<file path="src/rtl/rle_pkg.sv">
// rle_pkg: shared types and defaults for the RLE pixel decoder.
//   LEN_W / COLOUR_W : default run-length and colour field widths
//   run_t            : one run-length entry {len_m1, colour}, colour in LSBs
//   UNDERRUN_COLOUR  : colour shown on an active pixel with no run available
package rle_pkg;

    localparam int LEN_W    = 10;
    localparam int COLOUR_W = 6;

    localparam logic [COLOUR_W-1:0] UNDERRUN_COLOUR = 6'b110011;

    typedef struct packed {
        logic [LEN_W-1:0]    len_m1;
        logic [COLOUR_W-1:0] colour;
    } run_t;

endpackage

</file>
<file path="src/rtl/rle_run_fifo2.sv">
// rle_run_fifo2: two-entry run buffer with a synchronous flush.
// Ports:
//   clk, reset  : pixel clock, synchronous active-high reset
//   flush       : empties the buffer on the next edge (wins over push/pop)
//   push, din   : write one entry; ignored when full
//   pop         : drop the head entry; ignored when empty
//   dout        : head entry (valid while !empty)
//   full, empty : occupancy flags
module rle_run_fifo2
    import rle_pkg::*;
#(
    parameter int W = $bits(run_t)
) (
    input  logic         clk,
    input  logic         reset,
    input  logic         flush,
    input  logic         push,
    input  logic [W-1:0] din,
    input  logic         pop,
    output logic [W-1:0] dout,
    output logic         full,
    output logic         empty
);

    logic [W-1:0] mem_q [2];
    logic [W-1:0] mem_d [2];
    logic         wr_q, wr_d;
    logic         rd_q, rd_d;
    logic [1:0]   cnt_q, cnt_d;
    logic         push_ok, pop_ok;

    assign full    = (cnt_q == 2'd2);
    assign empty   = (cnt_q == 2'd0);
    assign dout    = mem_q[rd_q];
    assign push_ok = push && !full;
    assign pop_ok  = pop && !empty;

    always_comb begin
        mem_d = mem_q;
        wr_d  = wr_q;
        rd_d  = rd_q;
        cnt_d = cnt_q;
        if (flush) begin
            wr_d  = 1'b0;
            rd_d  = 1'b0;
            cnt_d = 2'd0;
        end else begin
            if (push_ok) begin
                mem_d[wr_q] = din;
                wr_d        = ~wr_q;
            end
            if (pop_ok) begin
                rd_d = ~rd_q;
            end
            cnt_d = cnt_q + {1'b0, push_ok} - {1'b0, pop_ok};
        end
    end

    always_ff @(posedge clk) begin
        if (reset) begin
            wr_q  <= 1'b0;
            rd_q  <= 1'b0;
            cnt_q <= 2'd0;
        end else begin
            wr_q  <= wr_d;
            rd_q  <= rd_d;
            cnt_q <= cnt_d;
        end
        // Storage needs no reset: it is only read while cnt_q says it is valid.
        mem_q <= mem_d;
    end

endmodule

</file>
<file path="src/rtl/rle_pixel_decoder.sv">
// rle_pixel_decoder: expands run-length entries into one RGB222 colour per
// active pixel, paced by the timing chain's pixel_en / blank.
// Ports:
//   clk, reset      : pixel clock, synchronous active-high reset
//   run_data        : {length_minus_1, colour} from the fetch stage
//   run_valid/ready : stream handshake for run_data
//   pixel_en, blank : timing chain pixel enable and combined blank
//   frame_start     : one-cycle pulse, flushes all run state
//   restart         : one-cycle pulse asking the fetch stage to rewind
//   colour          : registered pixel colour (one cycle after the pixel)
//   underrun        : sticky, an active pixel had no run available
//   underrun_count  : only with RLE_UNDERRUN_CNT_EN, saturating 8-bit count
//                     of underrun pixels
module rle_pixel_decoder
    import rle_pkg::*;
#(
    parameter int                          LEN_W           = rle_pkg::LEN_W,
    parameter int                          COLOUR_W        = rle_pkg::COLOUR_W,
    parameter logic [COLOUR_W-1:0]         UNDERRUN_COLOUR = rle_pkg::UNDERRUN_COLOUR
) (
    input  logic                      clk,
    input  logic                      reset,
    input  logic [LEN_W+COLOUR_W-1:0] run_data,
    input  logic                      run_valid,
    output logic                      run_ready,
    input  logic                      pixel_en,
    input  logic                      blank,
    input  logic                      frame_start,
    output logic                      restart,
    output logic [COLOUR_W-1:0]       colour,
    output logic                      underrun
`ifdef RLE_UNDERRUN_CNT_EN
    ,
    output logic [7:0]                underrun_count
`endif
);

    localparam int RW = LEN_W + COLOUR_W;

    logic [RW-1:0]       head;
    logic                fifo_full, fifo_empty;
    logic                push, pop;
    logic                consume;

    logic                cur_vld_q, cur_vld_d;
    logic [COLOUR_W-1:0] cur_col_q, cur_col_d;
    logic [LEN_W-1:0]    rem_q, rem_d;
    logic [COLOUR_W-1:0] colour_q, colour_d;
    logic                restart_q, restart_d;
    logic                underrun_q, underrun_d;
`ifdef RLE_UNDERRUN_CNT_EN
    logic [7:0]          ucnt_q, ucnt_d;
`endif

    assign consume   = pixel_en && !blank;
    assign run_ready = !fifo_full && !reset && !frame_start;
    assign push      = run_valid && run_ready;

    rle_run_fifo2 #(.W(RW)) u_fifo (
        .clk   (clk),
        .reset (reset),
        .flush (frame_start),
        .push  (push),
        .din   (run_data),
        .pop   (pop),
        .dout  (head),
        .full  (fifo_full),
        .empty (fifo_empty)
    );

    always_comb begin
        cur_vld_d  = cur_vld_q;
        cur_col_d  = cur_col_q;
        rem_d      = rem_q;
        colour_d   = colour_q;
        underrun_d = underrun_q;
        restart_d  = 1'b0;
        pop        = 1'b0;
`ifdef RLE_UNDERRUN_CNT_EN
        ucnt_d     = ucnt_q;
`endif
        if (frame_start) begin
            cur_vld_d  = 1'b0;
            cur_col_d  = '0;
            rem_d      = '0;
            colour_d   = '0;
            underrun_d = 1'b0;
            restart_d  = 1'b1;
`ifdef RLE_UNDERRUN_CNT_EN
            ucnt_d     = '0;
`endif
        end else if (consume && cur_vld_q) begin
            colour_d = cur_col_q;
            if (rem_q == '0) begin
                // Last pixel of this run: pull the next one in the same edge
                // so consecutive runs have no bubble.
                if (!fifo_empty) begin
                    pop       = 1'b1;
                    cur_col_d = head[COLOUR_W-1:0];
                    rem_d     = head[RW-1:COLOUR_W];
                end else begin
                    cur_vld_d = 1'b0;
                end
            end else begin
                rem_d = rem_q - LEN_W'(1);
            end
        end else begin
            if (consume) begin
                colour_d   = UNDERRUN_COLOUR;
                underrun_d = 1'b1;
`ifdef RLE_UNDERRUN_CNT_EN
                if (ucnt_q != 8'hFF) ucnt_d = ucnt_q + 8'd1;
`endif
            end else if (pixel_en) begin
                colour_d = '0;
            end
            // Idle load happens on any cycle; the underrun pixel above is not
            // retro-filled by a run that only just became current.
            if (!cur_vld_q && !fifo_empty) begin
                pop       = 1'b1;
                cur_vld_d = 1'b1;
                cur_col_d = head[COLOUR_W-1:0];
                rem_d     = head[RW-1:COLOUR_W];
            end
        end
    end

    always_ff @(posedge clk) begin
        if (reset) begin
            cur_vld_q  <= 1'b0;
            cur_col_q  <= '0;
            rem_q      <= '0;
            colour_q   <= '0;
            restart_q  <= 1'b0;
            underrun_q <= 1'b0;
`ifdef RLE_UNDERRUN_CNT_EN
            ucnt_q     <= '0;
`endif
        end else begin
            cur_vld_q  <= cur_vld_d;
            cur_col_q  <= cur_col_d;
            rem_q      <= rem_d;
            colour_q   <= colour_d;
            restart_q  <= restart_d;
            underrun_q <= underrun_d;
`ifdef RLE_UNDERRUN_CNT_EN
            ucnt_q     <= ucnt_d;
`endif
        end
    end

    assign colour   = colour_q;
    assign restart  = restart_q;
    assign underrun = underrun_q;
`ifdef RLE_UNDERRUN_CNT_EN
    assign underrun_count = ucnt_q;
`endif

endmodule

</file>
<file path="config.mk">
export PLATFORM = sky130hd
export DESIGN_NAME = rle_pixel_decoder
export DESIGN_NICKNAME = d
export VERILOG_FILES = /design/src/rtl/rle_pkg.sv /design/src/rtl/rle_run_fifo2.sv /design/src/rtl/rle_pixel_decoder.sv
export SDC_FILE = /design/constraint.sdc
export NUM_CORES = 1
export LEC_CHECK = 0
export ABC_CLOCK_PERIOD_IN_PS = 2700
export BUFFER_PORTS_ARGS = -buffer_cell sky130_fd_sc_hd__buf_2
export CAP_MARGIN = 20
export CORE_ASPECT_RATIO = 2
export CORE_UTILIZATION = 60
export CTS_BUF_LIST = sky130_fd_sc_hd__clkbuf_2
export DETAILED_ROUTE_END_ITERATION = 8
export GPL_ROUTABILITY_DRIVEN = 1
export GPL_TIMING_DRIVEN = 0
export PLACE_DENSITY_LB_ADDON = 0.1
export SYNTH_ARGS = -nofsm -noshare
export SYNTH_HDL_FRONTEND = slang
export SYNTH_SLANG_ARGS = --single-unit
</file>
<file path="constraint.sdc">
create_clock -name clk -period 2.7 [get_ports clk]
set_input_delay 0.405 -clock clk [delete_from_list [all_inputs] [get_ports clk]]
set_output_delay 0.405 -clock clk [all_outputs]
set_load 0.01 [all_outputs]
</file>
==> flow_summary.json <==
{
  "status": "finished clean",
  "diodes": 0,
  "critical_path_class": "reg2reg",
  "grt-ovfl-total": 0,
  "utilization_pct": 71.2,
  "yosysTopAreaCell": "edfxtp_1",
  "core_um2": 4130,
  "synth-edff-count": 32,
  "cp.arrival_ns": 2.87,
  "yosys_warnings": 0,
  "die_h_um": 94.9,
  "drc_errors": 0,
  "grt_use_met1_pct": 22.7,
  "dieWidth_um": 48.5,
  "seq_area_frac_synth_pct": 59.5,
  "p_total_mw": 1.56,
  "leakagePower_nw": 1.05,
  "final_layout_size_suffix_gt1_share_pct": 25.5,
  "switching_power_mw": 0.406,
  "synth-seq-cells": 61,
  "layout_setup_ws_ns": 0.183,
  "io_pins": 31,
  "wl_per_cell_um": 15.0,
  "critPathMaxFanout": 9,
  "yosys.area.top_type_share_pct": 37.1,
  "vdd_drop_max_mv": 0.474,
  "fin_skew_ns": 0.0220,
  "cp.required_ns": 3.05,
  "p_seq_share_pct": 64.0,
  "antenna_left": 0,
  "area_growth_pct": 13.5,
  "intPower_mw": 1.16,
  "swShare_pct": 25.9,
  "power_frac_comb_pct": 8.1,
  "synth.distinct_cells": 49,
  "tritoncts": "done",
  "maxCapViolations": 0,
  "grt_pass1_vias": 1731,
  "hold_viol": 0,
  "powerDensity_nw_per_um2": 532,
  "max-slew-margin-rel_pct": 50.9,
  "layout_commonest_cell": "edfxtp_1",
  "insertion_delay_ns": 0.48,
  "postCtsHoldBufs": 0,
  "setup_viol": 0,
  "root_buffer": "clkbuf_2",
  "viasPerCell": 5.76,
  "worst_setup_path_end_kind": "flip-flop",
  "fmax_ghz": 0.397,
  "dp_hpwl_mm": 3.36,
  "synth_ff_type": "edfxtp_1",
  "h-tree-depth": 3,
  "tightest_slew_ns": 0.736,
  "dieArea_um2": 4600,
  "worst_setup_path_start_kind": "flip-flop",
  "synthArstFlopShare_pct": 0,
  "via_count": 1838,
  "cts_num_sinks": 61,
  "io_buffer_count": 30,
  "grt_max_degree": 17,
  "synthesis.nets": 241,
  "drt-total-wl_mm": 4.79,
  "drt_iter0_markers": 73,
  "synth_cells": 216,
  "met3_usage_pct": 6.76,
  "final_cell_mix": "edfxtp_1 (32), buf_2 (31), dfxtp_1 (29)",
  "clk_path_buf_depth": 2,
  "clockPowerShare_pct": 27.9,
  "initial_core_util_pct": 62.7,
  "met2_usage_pct": 41.8,
  "grt_pass1_wl_mm": 7.65,
  "syn_avg_cell_area_um2": 12.0,
  "cts_inserted_buffers": 9,
  "gp_congestion": 0.914,
  "finalCriticalPeriod_ns": 2.52,
  "nets": 287,
  "synth_area_um2": 2590,
  "place_ws_ns": -0.142,
  "core.rowCount": 33,
  "drv_slew": 0,
  "antenna_found_initial": 0,
  "dr.pass1.iters": 5,
  "synth.area.top_cells": "edfxtp_1 (37%), dfxtp_1 (22%), mux2i_1 (5.8%), a21oi_1 (4.3%), nor2_1 (3.5%)",
  "grt.total_usage_pct": 23.2,
  "clk_pin_slew_ns": 0.17,
  "fin_crit_sh_pct": 93.2,
  "busiest_layer": "met2",
  "hold_class": "in2reg"
}
[routing by layer]
| metal | share of wire, % | vias to the layer above |
|---|---|---|
| met5 | 0 | - |
| met4 | 2.2 | 0 |
| met3 | 4.1 | 15 |
| met2 | 57 | 65 |
| met1 | 37 | 862 |
| li1 | - | 896 |
[power by group through the flow]
stage          logic [mW]  clock network [mW]  registers (mW)
2_1_floorplan      0.0749                   0            1.02
3_3_place_gp        0.116                   0            1.02
3_5_place_dp        0.120                   0            1.02
4_1_cts             0.122               0.453            1.00
5_1_grt             0.138               0.482            1.00
6_report            0.127               0.437            1.00
[cells in the mapped netlist (2+ instances only)]
cell type / number
xnor2_1: 3
a31oi_1: 2
o21ai_0: 7
xor2_1: 2
nor2b_1: 4
nor2_1: 24
clkbuf_1: 4
a211oi_1: 6
nand3b_1: 2
dfxtp_1: 29
nand2_1: 8
a211oi_2: 2
edfxtp_1: 32
nand2b_1: 5
a21oi_1: 22
a221oi_1: 2
nand3_1: 2
mux2i_1: 15
mux2_2: 2
nor2_2: 2
ha_1: 3
o22ai_1: 2
inv_1: 6
nor3_1: 5
[through the flow]
stage	hold WS, ns	setup TNS (ns)	instance area (µm²)	cells
global route	0.0442	-0.00164	2940	319
global placement	0.446	-3.31	2810	298
detailed placement	0.457	-0.142	2810	299
CTS	0.0336	0	2910	316
finish	0.0791	0	2940	319
floorplan	0.456	0	2590	216
[state kept, by name, summed over array words and instances (netlist names)]
| signal | count |
|---|---|
| restart | 1 |
| cur_vld_q | 1 |
| colour | 6 |
| u_fifo.wr_q | 1 |
| u_fifo.mem_q | 32 |
| underrun | 1 |
| u_fifo.cnt_q | 2 |
| cur_col_q | 6 |
| u_fifo.rd_q | 1 |
| rem_q | 10 |
[path summary, 6_finish.rpt]
check             from              end  slack, ns  cells past startpoint
max           rem_q[0]  u_fifo.cnt_q[1]       0.18                     13
min              reset          restart       0.08                      2
max reg2reg   rem_q[0]  u_fifo.cnt_q[1]       0.18                     13
min reg2reg  colour[5]        colour[5]       0.48                      2
[final cells by class]
cell class	count	area, µm²
timing repair buffer	35	188
buffer	7	47.5
fill	339	1190
clock inverter	7	42.5
sequential	61	1540
multi-input combinational	142	987
tap	52	65.1
inverter	6	22.5
clock buffer	9	45.0
[worst max-delay path, cell delays in order (launching register included)]
cell     delay [ns]
dfxtp_1        0.41
inv_1          0.09
ha_1           0.23
nor3b_4        0.17
a31o_2         0.25
buf_2          0.17
nand2_1        0.17
nor2_2         0.05
ha_1           0.28
inv_1          0.06
ha_1           0.15
xor2_1         0.17
xnor2_1        0.14
nor2_1         0.06
[repair_timing]
action                                  in CTS  in global routing
pin swaps                                    0                  1
setup buffers                                1                  3
cloned                                       0                  0
endpoints found under the setup margin       1                  1
resized for setup                            1                  1
[cell families (layout without fill, tap and decap cells)]
logic type      Yosys count  after routing  synth area share, %
compound gates           54             54                 14.5
simple gates             63             63                 13.4
mux                      17             17                 6.67
xor+xnor                  5              5                 1.69
flops                    61             61                 59.5
buf+inv                  13             64                 2.71
fa+ha+maj                 3              3                 1.45
No activity file was read; power rests on OpenSTA's default activity.
